==> src/rtl/ble_dqpsk_seq_pkg.sv <==
// Shared types and constants for the BLE DQPSK transmit burst sequencer.
package ble_dqpsk_seq_pkg;

  localparam int BYTE_W = 8;

  typedef enum logic [2:0] {
    ST_IDLE,
    ST_LOAD,
    ST_GAP,
    ST_READ,
    ST_DONE
  } seq_state_t;

  localparam logic [1:0] ERR_NONE     = 2'd0;
  localparam logic [1:0] ERR_CFG      = 2'd1;
  localparam logic [1:0] ERR_UNDERRUN = 2'd2;
  localparam logic [1:0] ERR_TIMEOUT  = 2'd3;

endpackage

==> src/rtl/ble_byte_serializer.sv <==
// Byte-to-bit serializer: shift register plus one skid byte, LSB first,
// with a remaining-bit counter and underrun detection.
module ble_byte_serializer
  import ble_dqpsk_seq_pkg::*;
#(
  parameter int CNT_W = 10
) (
  input  logic              clk,
  input  logic              reset,
  input  logic              load,
  input  logic [CNT_W-1:0]  sym_count,
  input  logic              active,
  input  logic              byte_valid,
  input  logic [BYTE_W-1:0] byte_data,
  output logic              byte_ready,
  output logic              bit_valid,
  output logic              bit_data,
  output logic              last_bit,
  output logic              underrun
);

  logic [BYTE_W-1:0] shift_q;
  logic [BYTE_W-1:0] skid_q;
  logic [3:0]        shift_cnt;
  logic              skid_full;
  logic [CNT_W:0]    bits_left;
  logic              accept;
  logic              empties;

  assign bit_valid  = active && (shift_cnt != 4'd0) && (bits_left != '0);
  assign bit_data   = shift_q[0];
  // Only fetch another byte while the buffered bits fall short of what remains.
  assign byte_ready = active && !skid_full &&
                      (bits_left > {{(CNT_W-3){1'b0}}, shift_cnt});
  assign accept     = byte_valid && byte_ready;
  assign empties    = (shift_cnt == 4'd0) || (bit_valid && shift_cnt == 4'd1);
  assign last_bit   = bit_valid && (bits_left == (CNT_W+1)'(1));
  // Last buffered bit leaving with nothing behind it would open a gap in valid_in.
  assign underrun   = bit_valid && (shift_cnt == 4'd1) &&
                      (bits_left > (CNT_W+1)'(1)) && !skid_full && !accept;

  always_ff @(posedge clk) begin
    if (reset) begin
      shift_q   <= '0;
      skid_q    <= '0;
      shift_cnt <= 4'd0;
      skid_full <= 1'b0;
      bits_left <= '0;
    end else if (load) begin
      bits_left <= {sym_count, 1'b0};
      shift_cnt <= 4'd0;
      skid_full <= 1'b0;
    end else if (!active) begin
      shift_cnt <= 4'd0;
      skid_full <= 1'b0;
    end else begin
      if (bit_valid) begin
        shift_q   <= shift_q >> 1;
        shift_cnt <= shift_cnt - 4'd1;
        bits_left <= bits_left - 1'b1;
      end
      if (empties) begin
        if (skid_full) begin
          shift_q   <= skid_q;
          shift_cnt <= 4'd8;
          skid_full <= 1'b0;
        end else if (accept) begin
          shift_q   <= byte_data;
          shift_cnt <= 4'd8;
        end
      end else if (accept) begin
        skid_q    <= byte_data;
        skid_full <= 1'b1;
      end
    end
  end

endmodule

==> src/rtl/ble_dqpsk_tx_sequencer.sv <==
// Burst controller for the BLE DQPSK modulator: feeds the bit stream,
// waits the idle gap, then runs the read phase until the modulator drains.
module ble_dqpsk_tx_sequencer
  import ble_dqpsk_seq_pkg::*;
#(
  parameter int CNT_W     = 10,
  parameter int RAM_DEPTH = 512,
  parameter int GAP_CYC   = 1,
  parameter int TIMEOUT   = 4096
) (
  input  logic             clk,
  input  logic             reset,
  input  logic             start,
  input  logic [CNT_W-1:0] sym_count,
  input  logic             byte_valid,
  input  logic [7:0]       byte_data,
  output logic             byte_ready,
  output logic             mod_valid_in,
  output logic             mod_data_in,
  output logic             mod_enable,
  input  logic             mod_valid_out,
  input  logic             mod_finished,
  output logic             busy,
  output logic             done,
  output logic [1:0]       err_code
);

  localparam int GAP_W = $clog2(GAP_CYC + 1);
  localparam int TMO_W = $clog2(TIMEOUT + 1);
  localparam logic [CNT_W:0] MAX_SYM = (CNT_W+1)'(RAM_DEPTH);

  seq_state_t       state_q, state_d;
  logic [GAP_W-1:0] gap_cnt;
  logic [TMO_W-1:0] tmo_cnt;
  logic             seen_out;
  logic [1:0]       err_q;
  logic             cfg_ok;
  logic             load;
  logic             bit_valid, bit_data, last_bit, underrun;
  logic             read_exit;

  assign cfg_ok    = (sym_count != '0) && ({1'b0, sym_count} <= MAX_SYM);
  assign load      = (state_q == ST_IDLE) && start && cfg_ok;
  assign read_exit = seen_out && mod_finished;

  ble_byte_serializer #(.CNT_W(CNT_W)) u_ser (
    .clk        (clk),
    .reset      (reset),
    .load       (load),
    .sym_count  (sym_count),
    .active     (state_q == ST_LOAD),
    .byte_valid (byte_valid),
    .byte_data  (byte_data),
    .byte_ready (byte_ready),
    .bit_valid  (bit_valid),
    .bit_data   (bit_data),
    .last_bit   (last_bit),
    .underrun   (underrun)
  );

  always_comb begin
    state_d = state_q;
    case (state_q)
      ST_IDLE: if (start) state_d = cfg_ok ? ST_LOAD : ST_DONE;
      ST_LOAD: if (last_bit || underrun) state_d = ST_GAP;
      ST_GAP:  if (gap_cnt == '0) state_d = ST_READ;
      ST_READ: if (read_exit || tmo_cnt == '0) state_d = ST_DONE;
      ST_DONE: state_d = ST_IDLE;
      default: state_d = ST_IDLE;
    endcase
  end

  always_ff @(posedge clk) begin
    if (reset) begin
      state_q  <= ST_IDLE;
      gap_cnt  <= '0;
      tmo_cnt  <= '0;
      seen_out <= 1'b0;
      err_q    <= ERR_NONE;
    end else begin
      state_q <= state_d;
      case (state_q)
        ST_IDLE: if (start) err_q <= cfg_ok ? ERR_NONE : ERR_CFG;
        ST_LOAD: begin
          gap_cnt <= GAP_W'(GAP_CYC - 1);
          if (underrun) err_q <= ERR_UNDERRUN;
        end
        ST_GAP: begin
          gap_cnt  <= gap_cnt - 1'b1;
          tmo_cnt  <= TMO_W'(TIMEOUT - 1);
          seen_out <= 1'b0;
        end
        ST_READ: begin
          tmo_cnt <= tmo_cnt - 1'b1;
          if (mod_valid_out) seen_out <= 1'b1;
          // An underrun is the root cause, so it is not masked by the timeout.
          if (!read_exit && tmo_cnt == '0 && err_q != ERR_UNDERRUN) err_q <= ERR_TIMEOUT;
        end
        default: ;
      endcase
    end
  end

  assign busy         = (state_q != ST_IDLE);
  assign done         = (state_q == ST_DONE);
  assign mod_enable   = (state_q == ST_READ);
  assign mod_valid_in = bit_valid;
  assign mod_data_in  = bit_valid & bit_data;
  assign err_code     = err_q;

endmodule

==> config.mk <==
export PLATFORM = sky130hd
export DESIGN_NAME = ble_dqpsk_tx_sequencer
export DESIGN_NICKNAME = d
export VERILOG_FILES = /design/src/rtl/ble_dqpsk_seq_pkg.sv /design/src/rtl/ble_byte_serializer.sv /design/src/rtl/ble_dqpsk_tx_sequencer.sv
export SDC_FILE = /design/constraint.sdc
export NUM_CORES = 1
export LEC_CHECK = 0
export CORE_ASPECT_RATIO = 0.6
export CORE_MARGIN = 1
export CORE_UTILIZATION = 60
export CTS_CLUSTER_SIZE = 12
export DETAILED_ROUTE_END_ITERATION = 6
export PLACE_DENSITY = 0.89
export SLEW_MARGIN = 25
export SYNTH_ARGS = -nofsm -noshare
export SYNTH_HDL_FRONTEND = slang
export SYNTH_HIERARCHICAL = 1
export SYNTH_SLANG_ARGS = --single-unit
export TNS_END_PERCENT = 100
==> constraint.sdc <==
create_clock -name clk -period 7.3 [get_ports clk]
set_input_delay 1.46 -clock clk [delete_from_list [all_inputs] [get_ports clk]]
set_output_delay 1.46 -clock clk [all_outputs]
set_load 0.02 [all_outputs]
==> flow_metrics.py, run 1 <==
metrics = {
    "timing": {
        "maxSlewViolCount": 0,
        "finalHoldViolations": 0,
        "fin_crit_sh_pct": 64.88,
        "worst_slew_pin_slew_ns": 1.000,
        "skew_ns": 0.01513,
        "relSlewSlack_pct": 33.27,
        "setup_viol": 0,
        "fmax_mhz": 211.1,
        "rsz0062_at_grt": "no",
        "fin_tns_setup_ns": 0,
        "whs_ns": 0.4841,
        "period_needed_ns": 4.736,
    },
    "yosys": {
        "ys_warn_count": 6,
        "synthArstFlopShare_pct": 0,
        "ys_ff_latch": 52,
        "netlist_area_mm2": 0.003425,
        "post_synth_inst_count": 406,
        "synth_enable_flop_cells": 0,
        "synthDistinctLibCells": 76,
        "syn_area_per_cell_um2": 8.435,
        "syn_nets": 440,
        "synth_flop_cell": "dfxtp_1",
        "ys_seq_area_share_pct": 30.40,
        "yosysTopAreaCell": "dfxtp_1",
        "yosys-top-cells-area": "dfxtp_1 30%, a21oi_1 3.8%, ha_1 3.7%, nor2_1 3.4%, nor3_1 3.1%",
        "synth_top_cell_area_share_pct": 30.40,
    },
    "floorplanning": {
        "dieArea_mm2": 0.006024,
        "core_area_mm2": 0.005280,
        "die_h_um": 60.52,
        "boundaryPins": 32,
        "start_util_pct": 64.86,
        "die_w_um": 99.53,
        "rows": 20,
    },
    "clock_tree": {
        "post_cts_buffers": 0,
        "cts_buffers": 5,
        "cts_buffer_depth": 2,
        "clkTransAtPathRegs_ns": 0.11,
        "htree_levels": 2,
        "worstSkewPairLatency_ns": 0.32,
        "cts.sinks": 52,
        "cts_tree": "yes",
        "ctsHoldBuffers": 0,
        "cts_resized": 0,
        "cts_root_buf": "clkbuf_8",
    },
    "routing": {
        "vias_per_cell": 6.795,
        "drt_iter0_drc": 371,
        "routedWlPerCell_um": 19.11,
        "route.detailed.drc": 0,
        "num_vias": 3418,
        "ant_nets": 0,
        "dr.pass1.iters": 5,
        "totalWireLength_um": 9611,
    },
    "worst_hold_path": {
        "min_path_cells": 2,
        "hold_start": "u_ser/skid_q[0]$_SDFFE_PP0P_",
        "hold_end": "u_ser/skid_q[0]$_SDFFE_PP0P_",
        "hold_path_class": "flop to flop",
    },
    "critical_path": {
        "crit_required_ns": 5.84,
        "cp_max_fo": 18,
        "crit-reg2reg-launch": "state_q[0]$_SDFFE_PP0P_",
        "crit_type": "flop to primary output",
        "reg2reg_slack_ns": 3.91,
        "r2r_end": "state_q[2]$_SDFFE_PP0P_",
        "cp.arrival_ns": 3.28,
        "startpoint_type": "flop",
        "end_kind": "primary output",
        "r2r_cells": 10,
    },
    "grt": {
        "grt_pass1_wl_um": 15140,
        "grt_pass1_vias": 2963,
        "grt_overflow_total": 0,
        "grt_start_max_net_pins": 44,
        "antenna_found_initial": 0,
        "grt_use_total_pct": 32.97,
    },
    "placement": {
        "port_buffers": 31,
        "hpwl_um": 6861,
        "gp_congestion": 0.9503,
    },
    "power": {
        "p_leak_nw": 1.278,
        "peakVddDrop_mv": 0.1158,
        "power_density_mw_per_mm2": 164.6,
    },
    "layout": {
        "n_antenna_cell": 0,
        "drive_above_1_share_pct": 8.685,
        "n_fill_cell": 384,
        "final_nets": 459,
        "area_delta_synth_final_pct": 11.62,
    },
    "run_status": {
        "outcome": "finished clean",
    },
    "job": {
        "drv_cap": 0,
    },
}
[cell type report]
cell class | instances | area (um^2) | area share [%]
clock buffers | 6 | 72.57 | 1.899
well taps | 77 | 96.34 | 2.520
repair buffers | 33 | 325.3 | 8.511
clock inverters | 2 | 35.03 | 0.9165
inverters | 23 | 88.84 | 2.324
flip-flops and latches | 52 | 1041 | 27.23
multi-input cells | 310 | 2163 | 56.60
[kinds of logic (layout without fill, tap and decap cells)]
kind of cell	count (synthesis)	count (layout)	synth area share (%)
compound gates	116	116	24.15
xor+xnor	20	20	5.115
simple gates	160	160	29.01
mux	4	4	1.242
flops	52	52	30.40
fa+ha+maj	10	10	3.654
buf+inv	44	64	6.430
[state kept, by name, summed over array words and instances, names as in the netlist]
| register | count |
|---|---|
| err_code | 2 |
| u_ser/shift_cnt | 4 |
| u_ser/skid_q | 8 |
| u_ser/shift_q | 8 |
| u_ser/bits_left | 11 |
| gap_cnt | 1 |
| tmo_cnt | 13 |
| state_q | 3 |
| seen_out | 1 |
| u_ser/skid_full | 1 |
[metrics by stage]
step / cells / power, mW / utilization [%] / worst slack [ns] / instance area, um^2
after CTS: 503 / 0.6224 / 72.39 / 2.654 / 3822
after floorplan: 406 / 0.3876 / - / 3.830 / 3425
after global routing: 503 / 0.6492 / 72.39 / 2.456 / 3822
after detailed placement: 495 / 0.4256 / 70.36 / 2.961 / 3715
final: 503 / 0.6290 / 72.39 / 2.564 / 3822
after global placement: 495 / 0.4214 / 70.36 / 3.079 / 3715
[layout by cell type, fill, tap and decap left out, types with 2 or more instances in the layout]
cell type	count
nand3_1	10
o31ai_1	10
a31oi_1	11
o21ai_1	9
inv_2	2
dfxtp_1	52
o211ai_1	9
nand2_1	20
and4_1	3
nor4_2	3
o2111ai_1	7
and2_1	4
mux2i_1	2
ha_1	10
clkbuf_8	5
nor3b_1	6
a211oi_1	10
a22oi_1	8
nor3_1	21
buf_4	2
inv_1	19
o21a_1	2
or3_1	10
xnor2_1	8
and3_1	3
nor3_4	2
nor4_4	3
nor2b_1	2
nand4_1	15
a21oi_1	26
o21ai_0	7
nor2_1	31
nor4_1	4
nand2b_1	4
a311oi_1	3
nand4b_1	2
xor2_1	12
clkdlybuf4s50_1	31
[report_power, final]
part / internal, mW / leakage [nW] / switching, mW / total (mW)
registers: 0.291 / 0.421 / 0.0126 / 0.303
logic: 0.0476 / 0.801 / 0.0732 / 0.121
clock network: 0.102 / 0.0552 / 0.103 / 0.205
[Yosys cell counts (2+ instances only)]
cell / instances
buf_4: 6
nand2_1: 20
nor4_2: 3
mux2i_1: 2
inv_2: 2
buf_1: 2
nor2b_1: 2
clkbuf_1: 6
nand3_1: 10
nor2_1: 31
nor3b_1: 6
ha_1: 10
nor4_4: 3
o21ai_0: 7
inv_1: 19
and2_1: 4
o21ai_1: 9
dfxtp_1: 52
o2111ai_1: 7
a21oi_1: 26
o211ai_1: 9
a31oi_1: 11
a311oi_1: 3
o31ai_1: 10
nand4_1: 15
or3_1: 10
nor3_4: 2
nand2b_1: 4
buf_6: 3
nor4_1: 4
nand4b_1: 2
buf_2: 3
xnor2_1: 8
nor3_1: 21
a211oi_1: 10
and3_1: 3
and4_1: 3
o21a_1: 2
a22oi_1: 8
xor2_1: 12
[worst max path at each step]
| stage | startpoint | endpoint | slack (ns) | cells past startpoint |
|---|---|---|---|---|
| after floorplan | state_q[1]$_SDFFE_PP0P_ | mod_data_in | 3.83 | 8 |
| after global placement | state_q[0]$_SDFFE_PP0P_ | mod_data_in | 3.08 | 8 |
| after detailed placement | sym_count[5] | u_ser/shift_q[0]$_SDFFE_PP0P_ | 2.96 | 10 |
| after CTS | state_q[0]$_SDFFE_PP0P_ | mod_data_in | 2.65 | 8 |
| after global routing | state_q[0]$_SDFFE_PP0P_ | mod_data_in | 2.46 | 8 |
| final | state_q[0]$_SDFFE_PP0P_ | mod_data_in | 2.56 | 8 |
[critical path: stages, from the launching register on]
cell and delay, ns:
dfxtp_1 0.75, inv_2 0.22, nor3_1 0.23, buf_4 0.19
a21boi_2 0.40, nand2_4 0.19, inv_4 0.22, and2_1 0.15
clkdlybuf4s50_1 0.59
[layer usage]
metal	vias up	track usage, %	routed length, um
met1	1618	48.40	4355
met2	214	46.83	3922
met3	16	11.41	1242
li1	1570	-	-
met4	0	6.303	90
met5	-	0	0
Note: power is estimated with default switching activity, not from simulation.
==> run 2: changes to the inputs <==
--- a/config.mk
+++ b/config.mk
@@ -7,10 +7,10 @@
 export LEC_CHECK = 0
 export CORE_ASPECT_RATIO = 0.6
 export CORE_MARGIN = 1
-export CORE_UTILIZATION = 60
+export CORE_UTILIZATION = 58
 export CTS_CLUSTER_SIZE = 12
 export DETAILED_ROUTE_END_ITERATION = 6
-export PLACE_DENSITY = 0.89
+export PLACE_DENSITY = 0.87
 export SLEW_MARGIN = 25
 export SYNTH_ARGS = -nofsm -noshare
 export SYNTH_HDL_FRONTEND = slang
==> constraint.sdc (replaced) <==
create_clock -name clk -period 4.9 [get_ports clk]
set_input_delay 0.98 -clock clk [delete_from_list [all_inputs] [get_ports clk]]
set_output_delay 0.98 -clock clk [all_outputs]
set_load 0.02 [all_outputs]
==> flow_metrics.py, run 2 (same netlist as run 1, synthesis figures left out) <==
metrics = {
    "layout": {
        "n_antenna_cell": 0,
        "n_fill_cell": 465,
        "drive_above_1_share_pct": 8.451,
        "layout_commonest_cell": "dfxtp_1",
        "final_cell_mix": "52 x dfxtp_1, 31 x nor2_1, 31 x clkdlybuf4s50_1",
        "final_nets": 459,
        "area_delta_synth_final_pct": 11.22,
        "design_area_mm2": 0.003809,
        "utilization_pct": 67.73,
        "largest_reg_flops": 13,
        "regMostFlops": "tmo_cnt",
        "reg_top3": "tmo_cnt (13), u_ser/bits_left (11)",
    },
    "power": {
        "p_leak_nw": 1.268,
        "peakVddDrop_mv": 0.1485,
        "power_density_mw_per_mm2": 233.9,
    },
    "worst_hold_path": {
        "hold_start": "u_ser/skid_q[6]$_SDFFE_PP0P_",
        "hold_path_class": "flop to flop",
    },
    "timing": {
        "rsz0062_at_grt": "no",
        "fin_tns_setup_ns": 0,
        "fin_crit_sh_pct": 84.03,
        "skew_ns": 0.007580,
        "worst_slew_pin_slew_ns": 0.9577,
        "setup_viol": 0,
        "period_needed_ns": 4.118,
        "maxSlewViolCount": 0,
        "relSlewSlack_pct": 36.10,
        "finalHoldViolations": 0,
        "fmax_mhz": 242.9,
    },
    "routing": {
        "route.detailed.drc": 0,
        "vias_per_cell": 6.810,
        "ant_nets": 0,
        "num_vias": 3446,
        "dr.pass1.iters": 6,
        "totalWireLength_um": 9501,
        "drt_iter0_drc": 412,
        "routedWlPerCell_um": 18.78,
    },
    "floorplanning": {
        "core_area_mm2": 0.005623,
        "die_h_um": 61.52,
        "rows": 21,
        "dieArea_mm2": 0.006226,
        "die_w_um": 101.2,
        "boundaryPins": 32,
        "start_util_pct": 60.90,
    },
    "placement": {
        "port_buffers": 31,
        "hpwl_um": 6860,
        "place_area_mm2": 0.003719,
        "gp_congestion": 1.089,
    },
    "clock_tree": {
        "post_cts_buffers": 0,
        "cts_buffers": 5,
        "cts_tree": "yes",
        "htree_levels": 2,
        "cts_buffer_depth": 2,
        "ctsHoldBuffers": 0,
        "cts_root_buf": "clkbuf_8",
        "worstSkewPairLatency_ns": 0.32,
        "cts.sinks": 52,
        "cts_resized": 0,
        "clkTransAtPathRegs_ns": 0.10,
    },
    "grt": {
        "antenna_found_initial": 0,
        "grt_start_max_net_pins": 27,
        "grt_use_total_pct": 31.06,
        "grt_pass1_vias": 2857,
        "grt_pass1_wl_um": 14630,
        "grt_overflow_total": 0,
    },
    "job": {
        "drv_cap": 0,
    },
    "run_status": {
        "outcome": "finished clean",
    },
    "critical_path": {
        "crit_chain": "inv_2 > nor3_1 > buf_4 > a21boi_2 > nand2_4 > inv_4 > and2_1 > clkdlybuf4s50_1",
        "crit-reg2reg-launch": "state_q[0]$_SDFFE_PP0P_",
        "slowest_delay_ns": 0.73,
        "reg2reg_slack_ns": 1.66,
        "cp_max_fo": 18,
        "crit_buf_inv": 4,
        "crit_start": "state_q[0]$_SDFFE_PP0P_",
        "startpoint_type": "flop",
        "crit_required_ns": 3.92,
        "crit_type": "flop to primary output",
        "cp.arrival_ns": 3.14,
        "end_kind": "primary output",
        "crit_family": "buffers and inverters",
        "crit_slowest_cell": "dfxtp_1",
    },
}
## run 2: cell count changes in the layout (fill, tap and decap cells not counted), sizes merged
cell	delta
bufinv	-1
clkbuf	+2
clkinv	-1
## run 2: cell type report
cell class	instances	area, um^2	share of cell area, %
inverter	23	88.84	2.332
tap	80	100.1	2.628
multi-input combinational	310	2163	56.80
timing repair buffer	33	325.3	8.541
clock buffer	8	90.09	2.365
sequential	52	1041	27.33
## run 2: path summary, 6_finish.rpt
| path | to | depth (start not counted) |
|---|---|---|
| worst max-delay path | mod_data_in | 8 |
| worst min-delay path | u_ser/skid_q[6]$_SDFFE_PP0P_ | 2 |
| worst max register to register | state_q[2]$_SDFFE_PP0P_ | 10 |
| worst min register to register | u_ser/skid_q[6]$_SDFFE_PP0P_ | 2 |
## run 2: per-layer routing
layer	wire, um	share of wire, %	vias to the layer above	GRT usage, %
met3	1162	12	24	7.946
li1	-	-	1573	-
met4	153	1.6	0	6.418
met2	3764	40	223	42.37
met5	0	0	-	3.846
met1	4420	47	1626	47.75
## run 2: worst reg2reg max path, cell delays in order, from the launching register on
cell       delay (ns)
dfxtp_1          0.73
inv_2            0.17
nor3_1           0.23
buf_4            0.19
a21boi_2         0.38
nand2_4          0.18
nor3_1           0.48
nor4b_1          0.15
a31oi_2          0.21
o2bb2ai_2        0.10
a2111oi_2        0.32
## run 2: report_power, final
part / leakage (nW) / total [mW] / internal [mW] / switching, mW
sequential: 0.421 / 0.452 / 0.433 / 0.0185
combinational: 0.801 / 0.180 / 0.0708 / 0.109
clock: 0.0455 / 0.259 / 0.116 / 0.144
total: 1.27 / 0.891 / 0.620 / 0.271
## run 2: per-stage QoR
step	hold slack (ns)	instances	total power [mW]	worst slack, ns
2_1_floorplan	0.4448	406	0.5774	1.910
3_3_place_gp	0.4547	498	0.6280	1.230
3_5_place_dp	0.4656	498	0.6331	1.048
4_1_cts	0.4800	506	0.8846	0.8607
5_1_grt	0.5053	506	0.9227	0.6740
6_report	0.4787	506	0.8907	0.7824
==> run 3: changes to the inputs <==
==> constraint.sdc (replaced) <==
create_clock -name clk -period 4.3 [get_ports clk]
set_input_delay 0.86 -clock clk [delete_from_list [all_inputs] [get_ports clk]]
set_output_delay 0.86 -clock clk [all_outputs]
set_load 0.02 [all_outputs]
==> flow_metrics.py, run 3 (same netlist as run 1, synthesis figures left out) <==
metrics = {
    "timing": {
        "period_needed_ns": 3.870,
        "worst_slew_pin_slew_ns": 0.9587,
        "skew_ns": 0.006468,
        "maxSlewViolCount": 0,
        "rsz0062_at_grt": "no",
        "fin_tns_setup_ns": 0,
        "fmax_mhz": 258.4,
        "setup_viol": 0,
        "relSlewSlack_pct": 36.03,
        "whs_ns": 0.4773,
        "finalHoldViolations": 0,
        "fin_crit_sh_pct": 89.99,
    },
    "clock_tree": {
        "clkTransAtPathRegs_ns": 0.09,
        "cts_tree": "yes",
        "cts_buffer_depth": 2,
        "post_cts_buffers": 0,
        "cts_buffers": 5,
        "ctsHoldBuffers": 0,
        "cts_root_buf": "clkbuf_8",
        "worstSkewPairLatency_ns": 0.31,
        "cts.sinks": 52,
        "htree_levels": 2,
        "cts_resized": 0,
    },
    "floorplanning": {
        "die_w_um": 101.2,
        "dieArea_mm2": 0.006226,
        "rows": 21,
        "core_area_mm2": 0.005623,
        "start_util_pct": 60.90,
        "die_h_um": 61.52,
        "boundaryPins": 32,
    },
    "grt": {
        "grt_pass1_vias": 2905,
        "grt_use_total_pct": 31.78,
        "grt_pass1_wl_um": 14980,
        "grt_overflow_total": 0,
        "antenna_found_initial": 0,
        "grt_start_max_net_pins": 27,
    },
    "routing": {
        "ant_nets": 0,
        "drt_iter0_drc": 416,
        "route.detailed.drc": 0,
        "num_vias": 3425,
        "vias_per_cell": 6.729,
        "routedWlPerCell_um": 18.55,
        "totalWireLength_um": 9442,
        "dr.pass1.iters": 6,
    },
    "placement": {
        "hpwl_um": 6887,
        "gp_congestion": 0.9339,
        "port_buffers": 31,
        "dp_cells": 501,
    },
    "power": {
        "p_leak_nw": 1.302,
        "peakVddDrop_mv": 0.1769,
        "p_total_mw": 1.094,
        "power_density_mw_per_mm2": 283.0,
    },
    "critical_path": {
        "crit_slowest_cell": "nor3b_1",
        "crit_family": "simple AND/OR/NAND/NOR gates",
        "r2r_cells": 10,
        "cp_num_cells": 8,
        "crit_required_ns": 3.44,
        "slowest_delay_ns": 0.56,
        "crit_chain": "inv_1 > ha_1 > nor3b_1 > nand4_2 > nand2_4 > inv_4 > and2_1 > clkdlybuf4s50_1",
        "crit_buf_inv": 3,
        "cp_max_fo": 14,
        "startpoint_type": "flop",
        "crit_type": "flop to primary output",
        "end_kind": "primary output",
        "cp.arrival_ns": 3.01,
    },
    "layout": {
        "layout_commonest_cell": "dfxtp_1",
        "fin_cells": 509,
        "final_nets": 462,
        "utilization_pct": 68.78,
        "final_cell_mix": "52 x dfxtp_1, 31 x nor2_1, 31 x clkdlybuf4s50_1",
        "reg_top3": "tmo_cnt (13), u_ser/bits_left (11)",
        "n_antenna_cell": 0,
        "regMostFlops": "tmo_cnt",
        "drive_above_1_share_pct": 9.557,
        "largest_reg_flops": 13,
        "area_delta_synth_final_pct": 12.93,
    },
    "job": {
        "drv_cap": 0,
    },
    "worst_hold_path": {
        "min_path_cells": 2,
        "hold_path_class": "flop to flop",
    },
    "run_status": {
        "outcome": "finished clean",
    },
}
## run 3: cell count changes in the layout (fill, tap and decap cells not counted), sizes merged
cell,before,now
buf,2,5
bufinv,0,1
clkbuf,8,7
## run 3: per-stage QoR
| step | area (um^2) | worst slack (ns) |
|---|---|---|
| 2_1_floorplan | 3425 | 1.430 |
| 3_3_place_gp | 3741 | 0.7270 |
| 3_5_place_dp | 3741 | 0.4889 |
| 4_1_cts | 3867 | 0.4788 |
| 5_1_grt | 3867 | 0.3054 |
| 6_report | 3867 | 0.4304 |
## run 3: final timing paths
kind,startpoint,slack [ns],end
worst max-delay path,u_ser/bits_left[1]$_SDFFE_PP0P_,0.43,mod_data_in
worst min-delay path,u_ser/skid_q[6]$_SDFFE_PP0P_,0.48,u_ser/skid_q[6]$_SDFFE_PP0P_
worst max register to register,u_ser/shift_cnt[2]$_SDFF_PP0_,1.14,err_code[0]$_SDFFE_PP0P_
worst min register to register,u_ser/skid_q[6]$_SDFFE_PP0P_,0.48,u_ser/skid_q[6]$_SDFFE_PP0P_
## run 3: per-layer routing
layer,part of all wire (%),global-route usage [%],vias up
met3,12,6.924,23
met5,0,0,-
met1,46,48.24,1583
li1,-,-,1579
met2,41,45.29,240
met4,1.3,7.453,0
## run 3: cell type report
type / instances / area, um^2
clock buffers: 7 / 96.34
well taps: 80 / 100.1
flip-flops and latches: 52 / 1041
fillers: 444 / 1755
inverters: 23 / 88.84
repair buffers: 36 / 347.8
clock inverters: 1 / 30.03
multi-input cells: 310 / 2163
## run 3: worst min-delay path: stages, from the launching register on
cell and delay, ns:
dfxtp_1 0.32, o31ai_1 0.06, a21oi_1 0.06
## run 3: where the power goes
group          total, mW  internal (mW)  leakage, nW  switching (mW)
clock network      0.371          0.206       0.0645           0.166
logic              0.210         0.0824        0.816           0.128
registers          0.513          0.494        0.421          0.0189
total               1.09          0.782         1.30           0.313
